==> src/rtl/reg_write_arb_pkg.sv <==
// Shared types and defaults for the register-file write-port arbiter.
package reg_write_arb_pkg;
   localparam int DEF_DATA_W     = 16;
   localparam int DEF_ADDR_W     = 3;
   localparam int DEF_FIFO_DEPTH = 2;

   typedef struct packed {
      logic [DEF_ADDR_W-1:0] dest;
      logic [DEF_DATA_W-1:0] data;
   } write_req_t;

   typedef enum logic {REQ0 = 1'b0, REQ1 = 1'b1} req_idx_t;
endpackage

==> src/rtl/reg_write_arbiter_if.sv <==
// Requester handshakes and register-file write port of the write arbiter.
interface reg_write_arbiter_if
   import reg_write_arb_pkg::*;
#(
   parameter int DATA_W = DEF_DATA_W,
   parameter int ADDR_W = DEF_ADDR_W
);
   logic                   req0_valid, req0_ready;
   logic [ADDR_W-1:0]      req0_dest;
   logic [DATA_W-1:0]      req0_data;
   logic                   req1_valid, req1_ready;
   logic [ADDR_W-1:0]      req1_dest;
   logic [DATA_W-1:0]      req1_data;
   logic                   reg_write_en;
   logic [ADDR_W-1:0]      reg_write_dest;
   logic [DATA_W-1:0]      reg_write_data;
   logic [(1<<ADDR_W)-1:0] pending_mask;
   logic                   idle;

   modport master (
      output req0_valid, req0_dest, req0_data, req1_valid, req1_dest, req1_data,
      input  req0_ready, req1_ready, reg_write_en, reg_write_dest, reg_write_data,
             pending_mask, idle
   );

   modport slave (
      input  req0_valid, req0_dest, req0_data, req1_valid, req1_dest, req1_data,
      output req0_ready, req1_ready, reg_write_en, reg_write_dest, reg_write_data,
             pending_mask, idle
   );
endinterface

==> src/rtl/reg_write_fifo.sv <==
// Per-requester write FIFO; exposes every slot's dest and valid bit for the pending mask.
module reg_write_fifo
   import reg_write_arb_pkg::*;
#(
   parameter type T      = write_req_t,
   parameter int  ADDR_W = DEF_ADDR_W,
   parameter int  DEPTH  = DEF_FIFO_DEPTH
) (
   input  logic                         clk_i,
   input  logic                         rst_ni,
   input  logic                         push_i,
   input  T                             wdata_i,
   input  logic                         pop_i,
   output T                             head_o,
   output logic                         full_o,
   output logic                         empty_o,
   output logic [DEPTH-1:0][ADDR_W-1:0] dest_o,
   output logic [DEPTH-1:0]             vld_o
);
   localparam int PW = (DEPTH > 1) ? $clog2(DEPTH) : 1;
   localparam int CW = $clog2(DEPTH + 1);

   T                 mem_q [DEPTH];
   logic [PW-1:0]    rd_q, rd_d, wr_q, wr_d;
   logic [CW-1:0]    cnt_q, cnt_d;
   logic [DEPTH-1:0] vld_q, vld_d;

   function automatic logic [PW-1:0] inc(input logic [PW-1:0] p);
      return (p == PW'(DEPTH - 1)) ? '0 : p + 1'b1;
   endfunction

   always_comb begin
      rd_d  = rd_q;
      wr_d  = wr_q;
      cnt_d = cnt_q;
      vld_d = vld_q;
      if (pop_i) begin
         rd_d        = inc(rd_q);
         vld_d[rd_q] = 1'b0;
      end
      if (push_i) begin
         wr_d        = inc(wr_q);
         vld_d[wr_q] = 1'b1;
      end
      case ({push_i, pop_i})
         2'b10:   cnt_d = cnt_q + 1'b1;
         2'b01:   cnt_d = cnt_q - 1'b1;
         default: cnt_d = cnt_q;
      endcase
   end

   always_ff @(posedge clk_i or negedge rst_ni) begin
      if (!rst_ni) begin
         rd_q  <= '0;
         wr_q  <= '0;
         cnt_q <= '0;
         vld_q <= '0;
      end else begin
         rd_q  <= rd_d;
         wr_q  <= wr_d;
         cnt_q <= cnt_d;
         vld_q <= vld_d;
      end
   end

   // Payload needs no reset: slot validity lives in vld_q.
   always_ff @(posedge clk_i) begin
      if (push_i) mem_q[wr_q] <= wdata_i;
   end

   always_comb begin
      for (int i = 0; i < DEPTH; i++) dest_o[i] = mem_q[i].dest;
   end

   assign head_o  = mem_q[rd_q];
   assign full_o  = (cnt_q == CW'(DEPTH));
   assign empty_o = (cnt_q == '0);
   assign vld_o   = vld_q;
endmodule

==> src/rtl/reg_write_arbiter.sv <==
// Register-file write-port arbiter: two requester FIFOs, one registered write per cycle, pending mask.
// Define REG_WRITE_ARB_RR_EN for round-robin on contention; default is fixed priority to requester 0.
module reg_write_arbiter
   import reg_write_arb_pkg::*;
#(
   parameter int DATA_W     = DEF_DATA_W,
   parameter int ADDR_W     = DEF_ADDR_W,
   parameter int FIFO_DEPTH = DEF_FIFO_DEPTH
) (
   input logic                clk,
   input logic                rst,
   reg_write_arbiter_if.slave bus
);
   typedef struct packed {
      logic [ADDR_W-1:0] dest;
      logic [DATA_W-1:0] data;
   } req_t;

   localparam int NREG = 1 << ADDR_W;

   req_t                              in0, in1, head0, head1, win;
   logic                              push0, push1, pop0, pop1;
   logic                              full0, full1, empty0, empty1;
   logic [FIFO_DEPTH-1:0][ADDR_W-1:0] dest0, dest1;
   logic [FIFO_DEPTH-1:0]             vld0, vld1;
   logic                              gnt_v;
   req_idx_t                          gnt, pick;
   logic                              wr_en_q;
   logic [ADDR_W-1:0]                 wr_dest_q;
   logic [DATA_W-1:0]                 wr_data_q;
   logic [NREG-1:0]                   pend;

   assign in0   = req_t'{dest: bus.req0_dest, data: bus.req0_data};
   assign in1   = req_t'{dest: bus.req1_dest, data: bus.req1_data};
   assign push0 = bus.req0_valid & ~full0;
   assign push1 = bus.req1_valid & ~full1;

   reg_write_fifo #(.T(req_t), .ADDR_W(ADDR_W), .DEPTH(FIFO_DEPTH)) u_fifo0 (
      .clk_i(clk), .rst_ni(rst), .push_i(push0), .wdata_i(in0), .pop_i(pop0),
      .head_o(head0), .full_o(full0), .empty_o(empty0), .dest_o(dest0), .vld_o(vld0));

   reg_write_fifo #(.T(req_t), .ADDR_W(ADDR_W), .DEPTH(FIFO_DEPTH)) u_fifo1 (
      .clk_i(clk), .rst_ni(rst), .push_i(push1), .wdata_i(in1), .pop_i(pop1),
      .head_o(head1), .full_o(full1), .empty_o(empty1), .dest_o(dest1), .vld_o(vld1));

`ifdef REG_WRITE_ARB_RR_EN
   req_idx_t last_q;

   // Reset to "requester 1 won last" so the first contested grant goes to requester 0.
   always_ff @(posedge clk or negedge rst) begin
      if (!rst)                  last_q <= REQ1;
      else if (!empty0 && !empty1) last_q <= gnt;
   end

   assign pick = (last_q == REQ0) ? REQ1 : REQ0;
`else
   assign pick = REQ0;
`endif

   always_comb begin
      gnt = REQ0;
      if (empty0)       gnt = REQ1;
      else if (!empty1) gnt = pick;
   end

   assign gnt_v = ~(empty0 & empty1);
   assign pop0  = gnt_v && (gnt == REQ0);
   assign pop1  = gnt_v && (gnt == REQ1);
   assign win   = (gnt == REQ1) ? head1 : head0;

   always_ff @(posedge clk or negedge rst) begin
      if (!rst) begin
         wr_en_q   <= 1'b0;
         wr_dest_q <= '0;
         wr_data_q <= '0;
      end else begin
         wr_en_q <= gnt_v;
         if (gnt_v) begin
            wr_dest_q <= win.dest;
            wr_data_q <= win.data;
         end
      end
   end

   always_comb begin
      pend = '0;
      for (int i = 0; i < FIFO_DEPTH; i++) begin
         if (vld0[i]) pend[dest0[i]] = 1'b1;
         if (vld1[i]) pend[dest1[i]] = 1'b1;
      end
      if (wr_en_q) pend[wr_dest_q] = 1'b1;
   end

   assign bus.req0_ready     = ~full0;
   assign bus.req1_ready     = ~full1;
   assign bus.reg_write_en   = wr_en_q;
   assign bus.reg_write_dest = wr_dest_q;
   assign bus.reg_write_data = wr_data_q;
   assign bus.pending_mask   = pend;
   assign bus.idle           = empty0 & empty1 & ~wr_en_q;
endmodule

==> src/flat_wrapper.sv <==
// flat-port wrapper written by rule: the top's interface ports become plain ports
module reg_write_arbiter_flat import reg_write_arb_pkg::*;
#(
   parameter int DATA_W     = DEF_DATA_W,
   parameter int ADDR_W     = DEF_ADDR_W,
   parameter int FIFO_DEPTH = DEF_FIFO_DEPTH
)
  (clk, rst, bus_req0_valid, bus_req0_dest, bus_req0_data, bus_req1_valid, bus_req1_dest, bus_req1_data, bus_req0_ready, bus_req1_ready, bus_reg_write_en, bus_reg_write_dest, bus_reg_write_data, bus_pending_mask, bus_idle);
  reg_write_arbiter_if #(.DATA_W(DATA_W), .ADDR_W(ADDR_W)) bus_i ();
  input logic clk;
  input logic rst;
  input wire logic [$bits(bus_i.req0_valid)-1:0] bus_req0_valid;
  input wire logic [$bits(bus_i.req0_dest)-1:0] bus_req0_dest;
  input wire logic [$bits(bus_i.req0_data)-1:0] bus_req0_data;
  input wire logic [$bits(bus_i.req1_valid)-1:0] bus_req1_valid;
  input wire logic [$bits(bus_i.req1_dest)-1:0] bus_req1_dest;
  input wire logic [$bits(bus_i.req1_data)-1:0] bus_req1_data;
  output wire logic [$bits(bus_i.req0_ready)-1:0] bus_req0_ready;
  output wire logic [$bits(bus_i.req1_ready)-1:0] bus_req1_ready;
  output wire logic [$bits(bus_i.reg_write_en)-1:0] bus_reg_write_en;
  output wire logic [$bits(bus_i.reg_write_dest)-1:0] bus_reg_write_dest;
  output wire logic [$bits(bus_i.reg_write_data)-1:0] bus_reg_write_data;
  output wire logic [$bits(bus_i.pending_mask)-1:0] bus_pending_mask;
  output wire logic [$bits(bus_i.idle)-1:0] bus_idle;
  assign bus_i.req0_valid = bus_req0_valid;
  assign bus_i.req0_dest = bus_req0_dest;
  assign bus_i.req0_data = bus_req0_data;
  assign bus_i.req1_valid = bus_req1_valid;
  assign bus_i.req1_dest = bus_req1_dest;
  assign bus_i.req1_data = bus_req1_data;
  assign bus_req0_ready = bus_i.req0_ready;
  assign bus_req1_ready = bus_i.req1_ready;
  assign bus_reg_write_en = bus_i.reg_write_en;
  assign bus_reg_write_dest = bus_i.reg_write_dest;
  assign bus_reg_write_data = bus_i.reg_write_data;
  assign bus_pending_mask = bus_i.pending_mask;
  assign bus_idle = bus_i.idle;
  reg_write_arbiter #(.DATA_W(DATA_W), .ADDR_W(ADDR_W), .FIFO_DEPTH(FIFO_DEPTH)) u_core (.clk(clk), .rst(rst), .bus(bus_i));
endmodule
==> config.mk <==
export PLATFORM = sky130hd
export DESIGN_NAME = reg_write_arbiter_flat
export DESIGN_NICKNAME = d
export VERILOG_FILES = /design/src/rtl/reg_write_arb_pkg.sv /design/src/rtl/reg_write_arbiter_if.sv /design/src/rtl/reg_write_fifo.sv /design/src/rtl/reg_write_arbiter.sv /design/src/flat_wrapper.sv
export SDC_FILE = /design/constraint.sdc
export NUM_CORES = 1
export LEC_CHECK = 0
export BUFFER_PORTS_ARGS = -buffer_cell sky130_fd_sc_hd__buf_2
export CORE_MARGIN = 1.5
export CORE_UTILIZATION = 45
export CTS_CLUSTER_DIAMETER = 80
export CTS_CLUSTER_SIZE = 12
export DETAILED_ROUTE_END_ITERATION = 6
export PLACE_DENSITY = 0.66
export REMOVE_ABC_BUFFERS = 1
export SETUP_SLACK_MARGIN = 0.5
export SYNTH_ARGS = -nofsm -noshare
export SYNTH_HDL_FRONTEND = slang
export SYNTH_SLANG_ARGS = --single-unit
==> constraint.sdc <==
create_clock -name clk -period 4.2 [get_ports clk]
set_clock_uncertainty 0.05 [all_clocks]
set_input_delay 0.63 -clock clk [delete_from_list [all_inputs] [get_ports clk]]
set_output_delay 0.63 -clock clk [all_outputs]
set_load 0.005 [all_outputs]
==> impl_results.md <==
* Met2 wire len at 4.12 mm
* Status: complete, no violations
* CTS resizes at 0
* Drt wl/cell at 16.9 um
* Placed cells at 510
* Largest family of logic cells by synthesized area: simple AND/OR/NAND/NOR gates
* Vias in the first global route at 2769
* Core region area at 0.00986 mm^2
* Die area at 0.0108 mm^2
* Share of cells above drive strength 1 at 24.4%
* DP Area at 0.00499 mm^2
* Lkg Pwr at 1.95 nW
* H-tree levels at 3
* Max Buffers Root-to-Sink at 2
* Largest net degree at the start of global routing at 43
* Slew of the pin with the lowest slew margin at 1.29 ns
* Synth Area in Adders at 0.544%
* CP startpoint kind: flip-flop
* Slew headroom at 13.8%
* Wire length of the first global-routing pass at 14.2 mm
* Final TNS setup at 0 ns
* Antenna violations before repair at 0
* Synth Instances at 326
* Post-Synth Simple-Gate Area at 12.6%
* Postcts setup bufs at 0
* Met1 Routed Length at 4.11 mm
* Final wirelength at 8.87 mm
* Syn Area/Cell at 14.1 um^2
* Total gr overflow at 0
* Crit path max fanout at 42
* Top Metal Used: met4
* Post-route minimum period at 2.58 ns
* Routed wl met3 at 516 um
* Compound-gate portion of the synthesized area at 10.0%
* Hold Fails Final Rpt at 0
* Rows at 36
* Power share of the clock group at 16.5%
* Area Overhead vs Synth at 12.6%
* EDFF count, synth at 76
* Total GRT Usage at 16.7%
* XOR/XNOR Fraction of Synth Area at 1.90%
* Mux cell area share after synthesis at 4.13%
* Post-route DRC at 0
* Synthesis-stage register bit count at 108
* Synth Warn # at 0
* # hold bufs at CTS at 0
* Worst-case vdd ir drop at 0.315 mV
* Post-route ant nets at 0
* Drt initial violations at 248
* Pwr dens at 705 mW/mm^2
* Clock Latency Late Sink at 0.36 ns
* CTS clk-pin slew, worst paths at 0.10 ns
* Worst EP required at 3.52 ns
* Starting Density at 46.7%
* Die width at 104 um
* Via count at 2852
* Critical Setup Path Class: flip-flop to primary output
* TritonCTS clock tree: built
* Finished Layout Cells at 526
* Setup violators final at 0
* Max-cap violations at 0
* NetSw at 0.00130 W
* Fin crit share at 61.5%
* Ports at 73
* Root Driver: clkbuf_8
* Router iterations before antenna repair at 4
* RSZ-0062 raised after global routing: false
* Worst Setup End Kind: primary output
* Sw Ratio at 35.7%
* Internal at 0.00235 W
* ANT cells at 0
* Register-to-register path setup slack at 2.00 ns
* Synth unique cells at 46
* Worst EP arrival at 1.90 ns
* F_max at 387 MHz
* Die Y-Extent at 104 um
* Cell Area, Synth at 0.00460 mm^2
* FFs w/ async S/R, synth at 29.6%
* Sequential share of the synthesized area at 67.0%
* Number of I/O port buffers at 72
* Worst min path class: input port to async pin
* Clk sinks at 108
* Main synth FF type: edfxtp_1
* Final net count at 432
* Final Max Slew Viols at 0
* Placer's final routability congestion estimate at 0.812
* Post-DP HPWL at 5.80 mm
* TritonCTS buffer count at 9
* Most frequent cells in the layout: edfxtp_1 (76), buf_2 (72), dfrtp_1 (32), nor2b_1 (21), o22ai_1 (20)
* Commonest non-fill, non-tap cell in the layout: edfxtp_1
* Finished Cell Area at 0.00518 mm^2
* Vias per cell at 5.42
* Combinational share of power at 33.9%
* Reg power frac at 49.7%
* Final Util at 52.5%
area by class of cell:
class	count	area (um^2)
inverters	5	18.8
fillers	837	4680
well taps	133	166
clock buffers	12	135
repair buffers	74	375
clock inverters	4	51.3
flip-flops and latches	108	3080
multi-input cells	190	1350
cell families (layout without fill, tap and decap cells):
kind of cell               after synthesis  count (layout)
and+or+nand+nor                         87              87
buffers and inverters                   28              95
muxes                                   19              19
xor gates and xnor gates                10              10
adders and majority gates                2               2
DFF                                    108             108
AOI/OAI and AO/OA                       72              72
Yosys cell counts, drive strengths merged (2+ instances only):
master	count	area share (%)
edfxtp	76	50
dfrtp	32	17
nor2b	22	3.0
o21ai	22	2.4
o22ai	20	2.7
buf	19	2.9
mux2i	19	4.1
a211oi	18	2.9
nor2	12	1.3
nand2	8	0.65
nand4b	8	1.5
nand4	7	0.95
nor4bb	7	1.5
xnor2	7	1.3
inv	5	0.41
nand3	5	0.54
and3	4	0.54
clkbuf	4	0.46
nand3b	4	0.65
a31oi	3	0.41
nor4b	3	0.57
xor2	3	0.57
a2111oi	2	0.41
and4b	2	0.44
ha	2	0.54
o31ai	2	0.33
per-layer routing:
layer	GRT usage, %	up-vias
met5	0	-
met4	5.95	0
met3	2.69	13
met2	26.4	88
met1	23.5	1368
li1	-	1383
critical path, stage by stage (launching register included):
cell,delay (ns)
dfrtp_1,0.48
nor2_4,0.68
nand2_1,0.15
nor2_1,0.12
buf_2,0.12
worst paths after layout:
check | startpoint | to | depth (start not counted)
worst max-delay path | u_core.u_fifo0.cnt_q[0] | bus_idle | 4
worst min-delay path | rst | u_core.u_fifo0.vld_o[1] | 1
worst max register to register | u_core.u_fifo0.cnt_q[0] | u_core.u_fifo1.cnt_q[1] | 6
worst min register to register | u_core.u_fifo0.mem_q[0][11] | u_core.bus.reg_write_data[11] | 2
max in group asynchronous | rst | u_core.bus.reg_write_data[10] | 1
min in group clk | bus_req0_data[4] | u_core.u_fifo0.mem_q[1][4] | 1
state kept, by name (all words and copies together) (netlist names):
| name | flops |
|---|---|
| u_core.bus.reg_write_dest | 3 |
| u_core.u_fifo0.mem_q | 38 |
| u_core.u_fifo1.mem_q | 38 |
| u_core.u_fifo1.vld_o | 2 |
| u_core.u_fifo0.vld_o | 2 |
| u_core.u_fifo0.wr_q | 1 |
| u_core.bus.reg_write_data | 16 |
| u_core.u_fifo0.rd_q | 1 |
| u_core.u_fifo1.cnt_q | 2 |
| u_core.u_fifo0.cnt_q | 2 |
| u_core.bus.reg_write_en | 1 |
| u_core.u_fifo1.wr_q | 1 |
| u_core.u_fifo1.rd_q | 1 |
metrics by stage:
stage	hold WS, ns	setup WS [ns]	power, W
3_3_place_gp	0.461	2.02	0.00304
3_5_place_dp	0.476	1.99	0.00309
4_1_cts	0.308	1.57	0.00368
2_1_floorplan	0.284	2.16	0.00258
6_report	0.272	1.62	0.00365
5_1_grt	0.327	1.40	0.00391
power groups by stage:
stage	Clock, W	Combinational (W)	Sequential, W
final	0.000602	0.00124	0.00181
after global routing	0.000651	0.00140	0.00186
after CTS	0.000613	0.00126	0.00181
after detailed placement	0	0.00125	0.00183
after global placement	0	0.00122	0.00182
after floorplan	0	0.000782	0.00180
(Power assumes the default switching activity.)
